**src/rtl/matrix_loader_if.sv**
```systemverilog
// Stream-in / matrix-out bundle between the element source, the matrix loader
// and the row/column vector feeder that consumes completed matrices.
interface matrix_loader_if #(
  parameter int DIM   = 4,
  parameter int WIDTH = 8
);
  logic                                  s_valid;
  logic                                  s_ready;
  logic [WIDTH-1:0]                      s_data;
  logic                                  s_last;
  logic [DIM-1:0][DIM-1:0][WIDTH-1:0]    mat_out;
  logic                                  mat_valid;
  logic                                  finished;
  logic                                  err_len;

  modport slave (
    input  s_valid, s_data, s_last, finished,
    output s_ready, mat_out, mat_valid, err_len
  );

  modport master (
    output s_valid, s_data, s_last, finished,
    input  s_ready, mat_out, mat_valid, err_len
  );
endinterface

```
**src/rtl/matrix_loader.sv**
```systemverilog
// Assembles a row-major element stream into DIM x DIM matrices held in two
// ping-pong banks; the feeder releases one bank at a time via `finished`.
module matrix_loader #(
  parameter int DIM   = 4,
  parameter int WIDTH = 8
) (
  input  logic           clk,
  input  logic           reset_n,
  matrix_loader_if.slave bus
);
  localparam int              CW       = (DIM > 1) ? $clog2(DIM) : 1;
  localparam logic [CW-1:0]   LAST_IDX = CW'(DIM - 1);

  typedef logic [DIM-1:0][DIM-1:0][WIDTH-1:0] matrix_t;

  matrix_t       bank [2];
  logic [1:0]    full;
  logic          wr_sel;
  logic          rd_sel;
  logic [CW-1:0] row;
  logic [CW-1:0] col;
  logic          err_len_q;

  logic accept;
  logic final_beat;
  logic release_bank;

  assign accept       = bus.s_valid && bus.s_ready;
  assign final_beat   = (row == LAST_IDX) && (col == LAST_IDX);
  assign release_bank = bus.finished && full[rd_sel];

  // A full write bank can only be the one being read, so stalling on it also
  // guarantees the displayed matrix is never overwritten.
  assign bus.s_ready   = ~full[wr_sel];
  assign bus.mat_valid = full[rd_sel];
  assign bus.mat_out   = bank[rd_sel];
  assign bus.err_len   = err_len_q;

  always_ff @(posedge clk or negedge reset_n) begin
    if (!reset_n) begin
      bank[0]   <= '0;
      bank[1]   <= '0;
      full      <= '0;
      wr_sel    <= 1'b0;
      rd_sel    <= 1'b0;
      row       <= '0;
      col       <= '0;
      err_len_q <= 1'b0;
    end else begin
      err_len_q <= 1'b0;
      if (accept) begin
        bank[wr_sel][row][col] <= bus.s_data;
        if (final_beat) begin
          full[wr_sel] <= 1'b1;
          wr_sel       <= ~wr_sel;
          row          <= '0;
          col          <= '0;
          err_len_q    <= ~bus.s_last;
        end else if (bus.s_last) begin
          // Early s_last: restart the same bank, discarding the partial matrix.
          row       <= '0;
          col       <= '0;
          err_len_q <= 1'b1;
        end else if (col == LAST_IDX) begin
          col <= '0;
          row <= row + 1'b1;
        end else begin
          col <= col + 1'b1;
        end
      end
      if (release_bank) begin
        full[rd_sel] <= 1'b0;
        rd_sel       <= ~rd_sel;
      end
    end
  end
endmodule

```
**src/flat_wrapper.sv**
```systemverilog
// flat-port wrapper written by rule: the top's interface ports become plain ports
module matrix_loader_flat 
#(
  parameter int DIM   = 4,
  parameter int WIDTH = 8
)
  (clk, reset_n, bus_s_valid, bus_s_data, bus_s_last, bus_finished, bus_s_ready, bus_mat_out, bus_mat_valid, bus_err_len);
  matrix_loader_if #(.DIM(DIM), .WIDTH(WIDTH)) bus_i ();
  input  logic clk;
  input  logic reset_n;
  input wire logic [$bits(bus_i.s_valid)-1:0] bus_s_valid;
  input wire logic [$bits(bus_i.s_data)-1:0] bus_s_data;
  input wire logic [$bits(bus_i.s_last)-1:0] bus_s_last;
  input wire logic [$bits(bus_i.finished)-1:0] bus_finished;
  output wire logic [$bits(bus_i.s_ready)-1:0] bus_s_ready;
  output wire logic [$bits(bus_i.mat_out)-1:0] bus_mat_out;
  output wire logic [$bits(bus_i.mat_valid)-1:0] bus_mat_valid;
  output wire logic [$bits(bus_i.err_len)-1:0] bus_err_len;
  assign bus_i.s_valid = bus_s_valid;
  assign bus_i.s_data = bus_s_data;
  assign bus_i.s_last = bus_s_last;
  assign bus_i.finished = bus_finished;
  assign bus_s_ready = bus_i.s_ready;
  assign bus_mat_out = bus_i.mat_out;
  assign bus_mat_valid = bus_i.mat_valid;
  assign bus_err_len = bus_i.err_len;
  matrix_loader #(.DIM(DIM), .WIDTH(WIDTH)) u_core (.clk(clk), .reset_n(reset_n), .bus(bus_i));
endmodule
```
**config.mk**
```make
export PLATFORM = sky130hd
export DESIGN_NAME = matrix_loader_flat
export DESIGN_NICKNAME = d
export VERILOG_FILES = /design/src/rtl/matrix_loader_if.sv /design/src/rtl/matrix_loader.sv /design/src/flat_wrapper.sv
export SDC_FILE = /design/constraint.sdc
export NUM_CORES = 1
export LEC_CHECK = 0
export CAP_MARGIN = 20
export CORE_UTILIZATION = 56
export CTS_CLUSTER_SIZE = 16
export DETAILED_ROUTE_END_ITERATION = 16
export GPL_ROUTABILITY_DRIVEN = 0
export PLACE_DENSITY = 0.87
export RECOVER_POWER = 100
export SYNTH_ARGS = -nofsm -noshare
export SYNTH_HDL_FRONTEND = slang
export SYNTH_SLANG_ARGS = --single-unit
```
**constraint.sdc**
```tcl
create_clock -name clk -period 2.75 [get_ports clk]
set_input_delay 0.275 -clock clk [delete_from_list [all_inputs] [get_ports clk]]
set_output_delay 0.275 -clock clk [all_outputs]
set_load 0.02 [all_outputs]
```
---- Word-level counts from Yosys, hierarchy flattened ----
Index checks and enable logic that the tools add are counted.
word-level totals
  input port bits ......................... 13
  output and inout bits ................... 131
  bits in registers ....................... 265
  logic and storage cells ................. 103
cells by class
  eq/ne operators ......................... 2
  reduce and logical (&&, ||, !) cells .... 11
  $add $sub $neg .......................... 2
  magnitude comparators ................... 11
  bitwise logic cells ..................... 9
  muxes and demuxes ....................... 30
operators with widths
  kind                                                 number
  2-to-1 mux 128 bit                                   4
  bitwise mux 256 bit                                  1
  demux 128 bit (select 1 bit)                         1
  demux 32 bit (select 2 bit)                          1
  2-to-1 mux 32 bit                                    1
  2-to-1 mux 2 bit                                     9
  demux 8 bit (select 2 bit)                           1
  2-to-1 mux 1 bit                                     9
  logical AND 1 bit                                    8
  2-to-1 mux 8 bit                                     1
  < comparator 2 x 3 -> 1 bit, second input constant   2
  adder 2 x 1 -> 2 bit, second input constant          2
  equality test 2 bit, second input constant           2
  >= comparator 2 x 1 -> 1 bit, second input constant  2
  >= comparator 2 bit, second input constant           2
  < comparator 1 x 2 -> 1 bit, second input constant   2
  NOT 1 bit                                            4
  NOT 1 -> 2 bit                                       2
  AND reduction 2 bit                                  2
  nonzero test 3 bit                                   1
  bitwise AND 2 bit                                    1
  demux 1 bit (select 1 bit)                           2
  >= comparator 1 bit, second input constant           2
  < comparator 2 x 1 -> 1 bit, second input constant   1
  2 further kinds                                      2

---- Longest topological paths before layout ----
Gate-level depths: netlist (run 1).
  depth after elaboration ................. 9
  gate-level depth with buffers ........... 6
  mapped depth without buffers ............ 5

---- Worst setup path after synthesis (run 1) ----
OpenSTA, ideal clock, no wires.
  path type ............................... reg-to-reg
  start ................................... register u_core.row[0]
  end ..................................... register u_core.bank[128] in the netlist's numbering
  slack ................................... 0.854 ns
  buffers on the path ..................... 1
  arrival time ............................ 1.771 ns
  required time ........................... 2.625 ns
  cell stages (with the launch flop) ...... 7
  cell sequence ........................... dfrtp_1 -> inv_1 -> ha_1 -> or3b_2 -> buf_2 -> nor2_8 -> mux2_2
between the ends
  word-level cells in the longest chain between the ends .. 7
  elaborated cells between the ends (all ways) .. 8
  those cells by class .................... 2 x order compare; 5 x mux; 1 x reduce/logical
ends and longest elaborated chain
  item                                                                                                      RTL line             source
  start, declared                                                                                           matrix_loader.sv:20  logic [CW-1:0] row;
  start signal, assigned                                                                                    matrix_loader.sv:66  row <= row + 1'b1;
  < comparator 2 x 3 -> 1 bit (not written as such) / >= comparator 2 x 1 -> 1 bit (equally long branches)  matrix_loader.sv:52  bank[wr_sel][row][col] <= bus.s_data;
  logical AND 1 bit (not written as such)                                                                   matrix_loader.sv:52
  2-to-1 mux 32 bit (not written as such)                                                                   matrix_loader.sv:52
  demux 32 bit (select 2 bit) *                                                                             --
  2-to-1 mux 128 bit (not written as such) *                                                                matrix_loader.sv:52
  demux 128 bit (select 1 bit) *                                                                            matrix_loader.sv:52
  bitwise mux 256 bit *                                                                                     matrix_loader.sv:52
  end signal, assigned by index                                                                             matrix_loader.sv:52
  end, declared                                                                                             matrix_loader.sv:16  matrix_t bank [2];
Every way passes the cells marked *; elsewhere a longest branch is shown, timed or not.
A chain may end at the register's enable or synchronous reset.

---- Final worst setup path (run 1) ----
  start ................................... register u_core.rd_sel
  end ..................................... output port bus_mat_out[12]
between the ends
  word-level cells in the longest chain between the ends .. 4
ends and longest elaborated chain
  item                                                    RTL line             source
  start, declared                                         matrix_loader.sv:19  logic rd_sel;
  start signal, assigned                                  matrix_loader.sv:73  rd_sel <= ~rd_sel;
  NOT 1 -> 2 bit (not written as such)                    matrix_loader.sv:36  assign bus.mat_out = bank[rd_sel];
  2-to-1 mux 128 bit (not written as such) (3 in series)  matrix_loader.sv:36
  end, declared                                           flat_wrapper.sv:16   output wire logic [$bits(bus_i.mat_out)-1:0] bus_mat_out;
Every way passes these cells. The select of a mux whose other input is x is not followed.

==> metrics.cfg, run 1 <==
[detailed_routing]
routed_wirelength_um = 26100
wl_per_cell_um = 21.2
vias = 7026
first_iter_violations = 288
drcViolationCount = 0
avgViaCountPerCell = 5.71
dr.pass1.iters = 4
antenna_left = 0

[power]
switching_share_pct = 26.7
cellPowerDensity_nw_per_um2 = 694
clock_power_share_pct = 35.7
power_switching_w = 0.00267
ir_drop_uv = 586
p_seq_share_pct = 44.2
power_leakage_nw = 7.07
p_total_w = 0.0100
p_comb_share_pct = 20.1
intPower_w = 0.00733

[cts]
cts_made_buffers = 27
hold_buffers = 1
path_clk_slew_ps = 60
ctsLongestPathBuffers = 3
cts_root_buffer = clkbuf_16
postCtsSetupRepairBufs = 0
cts_sinks = 265
clkLatencyLatePin_ps = 530
htree_levels = 1
post_cts_resized = 0
cts_tree = built

[worst_setup_path]
critPathCapture = bus_mat_out[12]
cp-start-kind = flop
path_class = flop to output port
r2r-end = u_core.bank[140]
end_kind = output port
rr_startpoint = u_core.row[0]
cp_max_fo = 51
worst_setup_path_startpoint = u_core.rd_sel
worstPathRequired_ps = 2480
reg2reg_depth = 5
reg2reg_setup_slack_ps = 330
crit_arrival_ps = 2370

[floorplan]
initial_core_util_pct = 56.9
core_area_um2 = 21000
die_h_um = 148
rows = 53
die_w_um = 148
io_pins = 144
fp.dieArea_um2 = 21900

[run_status]
status = finished with violations
violations = max-capacitance violations, max-slew violations

[finish]
drive_gt1_share_pct = 46.9
synthToLayoutAreaGrowth_pct = 20.8
fin_nets = 959
num_antenna_cells = 0
fillCellCount = 1501
final_area_um2 = 14400

[grt]
grt_pass1_vias = 7598
grt_usage_pct = 24.8
grt.overflow.total = 0
antenna_found_initial = 0
grt_max_degree = 88
grt_pass1_wl_um = 42300

[sta]
relSlewSlack_pct = -49.1
finalSetupTns_ps = 0
finalCriticalPeriod_ps = 2640
post-route-period-util_pct = 96.1
fmax_mhz = 378
setup_viol = 0
slew_violations = 85
worstMarginPinSlew_ps = 2240
rsz0062_at_grt = no
hold_viol_final = 0
hold_ws_ps = 434
fin_worst_skew_ps = 7.49

[synthesis]
syn_inst = 787
synth_xor_xnor_area_share_pct = 0.0735
synth_top_family_by_area = multiplexers
yosys.cell_types.count = 32
synth-simple-area-share_pct = 4.40
synth_mux_area_share_pct = 36.5
synth_compound_area_share_pct = 0.640
syn-num-nets = 808
synth-adder-area-share_pct = 0.840
synth-warning-count = 0
ys_ff_latch = 265
avgSynthCellArea_um2 = 15.1
netlist_area_um2 = 11900
ys_seq_area_share_pct = 55.6

[place]
post_dp_cell_area_um2 = 13800
io_buffer_count = 143
dp_hpwl_um = 16300

[run]
cap_violations = 1

[worst_hold_path]
hold_class = input port to flop

## logic make-up (layout without fill, tap and decap cells)
kind of cell / count (synthesis) / count (layout)
adders and majority gates: 8 / 8
xor gates and xnor gates: 1 / 1
buffers and inverters: 54 / 223
DFF: 265 / 265
AOI/OAI and AO/OA: 13 / 13
muxes: 386 / 386
and+or+nand+nor: 60 / 60
## synthesized netlist by cell type
library cell | count | area share (%)
a21o_1 | 1 | 0.063
mux2_1 | 7 | 0.66
buf_6 | 1 | 0.094
nand2_4 | 3 | 0.28
nor2_4 | 3 | 0.28
nand3_1 | 3 | 0.13
inv_1 | 7 | 0.22
mux2_2 | 379 | 36
xor2_1 | 1 | 0.073
nor3_2 | 1 | 0.084
buf_2 | 11 | 0.46
dfrtp_1 | 265 | 56
nand2b_1 | 2 | 0.10
nand4b_1 | 1 | 0.073
nor2_2 | 13 | 0.68
nand4_2 | 3 | 0.31
a31oi_1 | 1 | 0.053
nor4_4 | 2 | 0.36
nor2_1 | 3 | 0.094
or3b_1 | 2 | 0.15
nand3b_1 | 5 | 0.31
or3_1 | 1 | 0.053
nand2_1 | 10 | 0.31
and4b_1 | 1 | 0.084
ha_1 | 8 | 0.84
o31ai_1 | 3 | 0.19
clkbuf_1 | 33 | 1.0
nor2_8 | 6 | 1.0
buf_4 | 2 | 0.13
or3b_2 | 1 | 0.073
a21oi_1 | 1 | 0.042
o21ai_0 | 7 | 0.29
## how the worst min path moves through the flow
stage                       end  cells past startpoint          from  slack [ps]
2_1_floorplan    u_core.bank[0]                      0       reset_n         -20
3_3_place_gp    u_core.bank[86]                      1       reset_n         340
3_5_place_dp   u_core.bank[214]                      1       reset_n         330
5_1_grt           u_core.rd_sel                      2  bus_finished         460
6_report          u_core.rd_sel                      2  bus_finished         430
4_1_cts        u_core.bank[214]                      2       reset_n         360
## registers in the layout, indices dropped and copies added, names as in the netlist
name                cells
u_core.full             2
u_core.row              2
u_core.col              2
u_core.wr_sel           1
u_core.bank           256
u_core.rd_sel           1
u_core.bus.err_len      1
## final cells by class
type	count	area, µm²	area share [%]
flip-flops and latches	265	6640	46.1
multi-input cells	468	4850	33.7
repair buffers	169	1680	11.7
clock buffers	39	791	5.49
well taps	275	344	2.39
clock inverters	8	75.1	0.521
inverters	7	26.3	0.182
## layer usage
metal	track usage (%)	wire [µm]	vias to the layer above
met5	0	0	-
met1	33.6	11400	3716
met3	3.49	1200	34
met4	5.67	431	0
met2	42.5	13100	164
li1	-	-	3112
## power by group through the flow
stage | registers, W | clock network (W) | logic [W]
global placement | 0.00446 | 0 | 0.00217
floorplan | 0.00443 | 0 | 0.00124
global route | 0.00447 | 0.00378 | 0.00214
finish | 0.00442 | 0.00357 | 0.00201
detailed placement | 0.00448 | 0 | 0.00219
CTS | 0.00442 | 0.00363 | 0.00221
## stage by stage
step | utilization, % | cells | setup slack, ps
3_5_place_dp | 65.7 | 1183 | 367
2_1_floorplan | - | 787 | 854
3_3_place_gp | 65.7 | 1183 | 396
5_1_grt | 68.7 | 1231 | 66.1
6_report | 68.7 | 1231 | 107
4_1_cts | 69.8 | 1231 | 180
## critical path: stages, from the launching register on
cell and delay [ps]:
dfrtp_4 460, buf_12 280, mux2_2 400, dlygate4sd3_1 660
## layout by cell type, fill, tap and decap left out, types with 3 or more instances in the layout
master	synthesis	final
clkbuf_8	0	7
clkinv_2	0	4
clkbuf_16	0	27
buf_12	0	5
nand4_1	0	3
o31ai_1	3	3
o21ai_0	7	7
ha_1	8	8
dfrtp_1	265	264
mux2_2	379	376
dlygate4sd3_1	0	92
nand3b_1	5	5
buf_4	2	17
clkbuf_1	33	6
clkdlybuf4s50_1	0	51
inv_1	7	7
nand2_1	10	12
nor2_1	3	25
mux2_1	7	10
nand3_1	3	3
(Power assumes the default switching activity.)
==> run 2, diff against run 1 <==
HOLD_SLACK_MARGIN = 0.06   (was default)
SKIP_LAST_GASP = 1   (was default)
==> results of run 2 <==
Final layout, timing and power as in run 1 (identical DEF).
==> run 3, diff against run 2 <==
clock period = 3 ns   (was 2.75 ns; I/O delays follow)
==> run 3 against run 2 <==
Against the previous run:
- the flow still finishes with violations (max-capacitance violations, max-slew violations)
- sequential power down 8.1%
- final cell count down 0.49%
- total power down 8.7%
- combinational power down 5%
- die area unchanged
- clock skew up 13 ps
==> metrics.cfg, run 3 (synthesized netlist as in run 1, its figures left out) <==
[finish]
seq_area_um2 = 6640  ; unchanged
fillCellCount = 1502  ; +0.067%
fin_util_pct = 68.2  ; -0.53 points
final_common_cell = mux2_2
multi_input_area_um2 = 4840  ; -0.13%
synthToLayoutAreaGrowth_pct = 19.9
final_area_um2 = 14300  ; -0.77%
final_cell_mix = mux2_2 (366), dfrtp_1 (264), clkdlybuf4s50_1 (93), dlygate4sd3_1 (50), clkbuf_16 (27)
drive_gt1_share_pct = 45.3  ; -1.6 points
largest_reg_flops = 256  ; unchanged
num_antenna_cells = 0  ; unchanged
largest_register = u_core.bank
fin_nets = 954  ; -0.52%

[sta]
worstMarginPinSlew_ps = 1640  ; -594 ps
relSlewSlack_pct = -9.57  ; +40 points
fin_worst_skew_ps = 20.3  ; +12.8 ps
setup_viol = 0  ; unchanged
finalCriticalPeriod_ps = 2890
fmax_mhz = 346
finalSetupTns_ps = 0  ; unchanged
post-route-period-util_pct = 96.3
hold_viol_final = 0  ; unchanged
slew_violations = 77  ; -9.4%
rsz0062_at_grt = no

[floorplan]
rows = 53  ; unchanged
io_pins = 144  ; unchanged
die_h_um = 148  ; unchanged
core_area_um2 = 21000  ; unchanged
die_w_um = 148  ; unchanged
fp.dieArea_um2 = 21900  ; unchanged
initial_core_util_pct = 56.9  ; unchanged

[detailed_routing]
drcViolationCount = 0  ; unchanged
wl_per_cell_um = 21.4  ; +0.63%
antenna_left = 0  ; unchanged
avgViaCountPerCell = 5.66  ; -0.85%
dr.pass1.iters = 4  ; unchanged
vias = 6932  ; -1.3%
first_iter_violations = 397  ; +38%
routed_wirelength_um = 26200  ; +0.14%

[worst_setup_path]
critPathTopFamily = buffers and inverters
rr_startpoint = u_core.col[0]
cpMaxStageDelayCell = dfrtp_4
cp-start-kind = flop
worstPathRequired_ps = 2700  ; +220 ps
crit_arrival_ps = 2590  ; +220 ps
path_class = flop to output port
r2r-end = u_core.bank[216]
reg2reg_setup_slack_ps = 410  ; +80 ps
crit_chain = buf_12 > mux2_2 > dlygate4sd3_1
end_kind = output port
reg2reg_depth = 4  ; -1
cp_max_fo = 35  ; -31%
cp_num_buf_inv = 2  ; unchanged
cpPeakStageDelay_ps = 750  ; +90 ps

[power]
ir_drop_uv = 669  ; +14%
power_leakage_nw = 6.92  ; -2.1%
cellPowerDensity_nw_per_um2 = 639  ; -8.0%

[grt]
grt_usage_pct = 24.7  ; -0.080 points
antenna_found_initial = 0  ; unchanged
grt_max_degree = 98  ; +11%
grt_pass1_wl_um = 41700  ; -1.4%
grt_pass1_vias = 7409  ; -2.5%
grt.overflow.total = 0  ; unchanged

[cts]
cts_tree = built
cts_sinks = 265  ; unchanged
htree_levels = 1  ; unchanged
post_cts_resized = 0  ; unchanged
path_clk_slew_ps = 60  ; about the same
ctsLongestPathBuffers = 3  ; unchanged
cts_root_buffer = clkbuf_16
clkLatencyLatePin_ps = 540  ; about the same
cts_made_buffers = 27  ; unchanged

[worst_hold_path]
hold_class = input port to asynchronous set/reset pin

[place]
dp_hpwl_um = 16400  ; +0.59%
io_buffer_count = 143  ; unchanged
post_dp_cell_area_um2 = 13700  ; -0.36%

[run]
cap_violations = 2  ; +1

[run_status]
violations = max-capacitance violations, max-slew violations
status = finished with violations

[run 3: changes by cell type in the layout (fill, tap and decap cells not counted), moves of 2 or more]
cell / before / now
buf_12: 5 / 1
clkdlybuf4s50_1: 51 / 93
mux2_2: 376 / 366
buf_8: 0 / 2
mux2_1: 10 / 20
buf_4: 17 / 14
dlygate4sd3_1: 92 / 50
[run 3: how the worst max path moves through the flow]
| stage | start | end | slack, ps | cells after the start |
|---|---|---|---|---|
| floorplan | u_core.row[0] | u_core.bank[128] | 1100 | 6 |
| global placement | u_core.rd_sel | bus_mat_out[13] | 690 | 3 |
| detailed placement | bus_s_valid | u_core.bank[116] | 690 | 5 |
| CTS | u_core.rd_sel | bus_mat_out[12] | 150 | 3 |
| global route | u_core.rd_sel | bus_mat_out[121] | 30 | 3 |
| finish | u_core.rd_sel | bus_mat_out[14] | 110 | 3 |
[run 3: repair_timing]
item                                    4_1_cts  5_1_grt
endpoints found under the setup margin        0        0
hold buffers                                  1        0
endpoints found under the hold margin        94        0
setup buffers                                 0        0
[run 3: per-layer routing]
| metal | wire length [µm] | GRT usage [%] |
|---|---|---|
| met1 | 11700 | 34.4 |
| met2 | 13100 | 41.6 |
| met3 | 1010 | 3.24 |
| met4 | 370 | 5.31 |
| met5 | 0 | 0 |
[run 3: power by group]
part           total [W]  switching, W  leakage [nW]  internal [W]
combinational    0.00190      0.000933          2.90      0.000966
clock            0.00318       0.00133         0.414       0.00184
sequential       0.00406      0.000164          3.61       0.00389
total            0.00913       0.00243          6.92       0.00670
[run 3: cell type report]
| class | instances | area share [%] |
|---|---|---|
| clock inverters | 5 | 0.219 |
| repair buffers | 164 | 11.2 |
| inverters | 7 | 0.184 |
| multi-input cells | 468 | 33.9 |
| clock buffers | 41 | 5.66 |
| well taps | 275 | 2.41 |
| flip-flops and latches | 265 | 46.4 |
[run 3: stage by stage]
step	cells	setup WS [ps]	total power (W)	hold WS, ps
6_report	1225	110	0.00913	360
5_1_grt	1225	31.4	0.00948	406
4_1_cts	1225	147	0.00931	409
3_5_place_dp	1178	694	0.00611	377
3_3_place_gp	1178	693	0.00607	391
2_1_floorplan	787	1100	0.00519	4.41
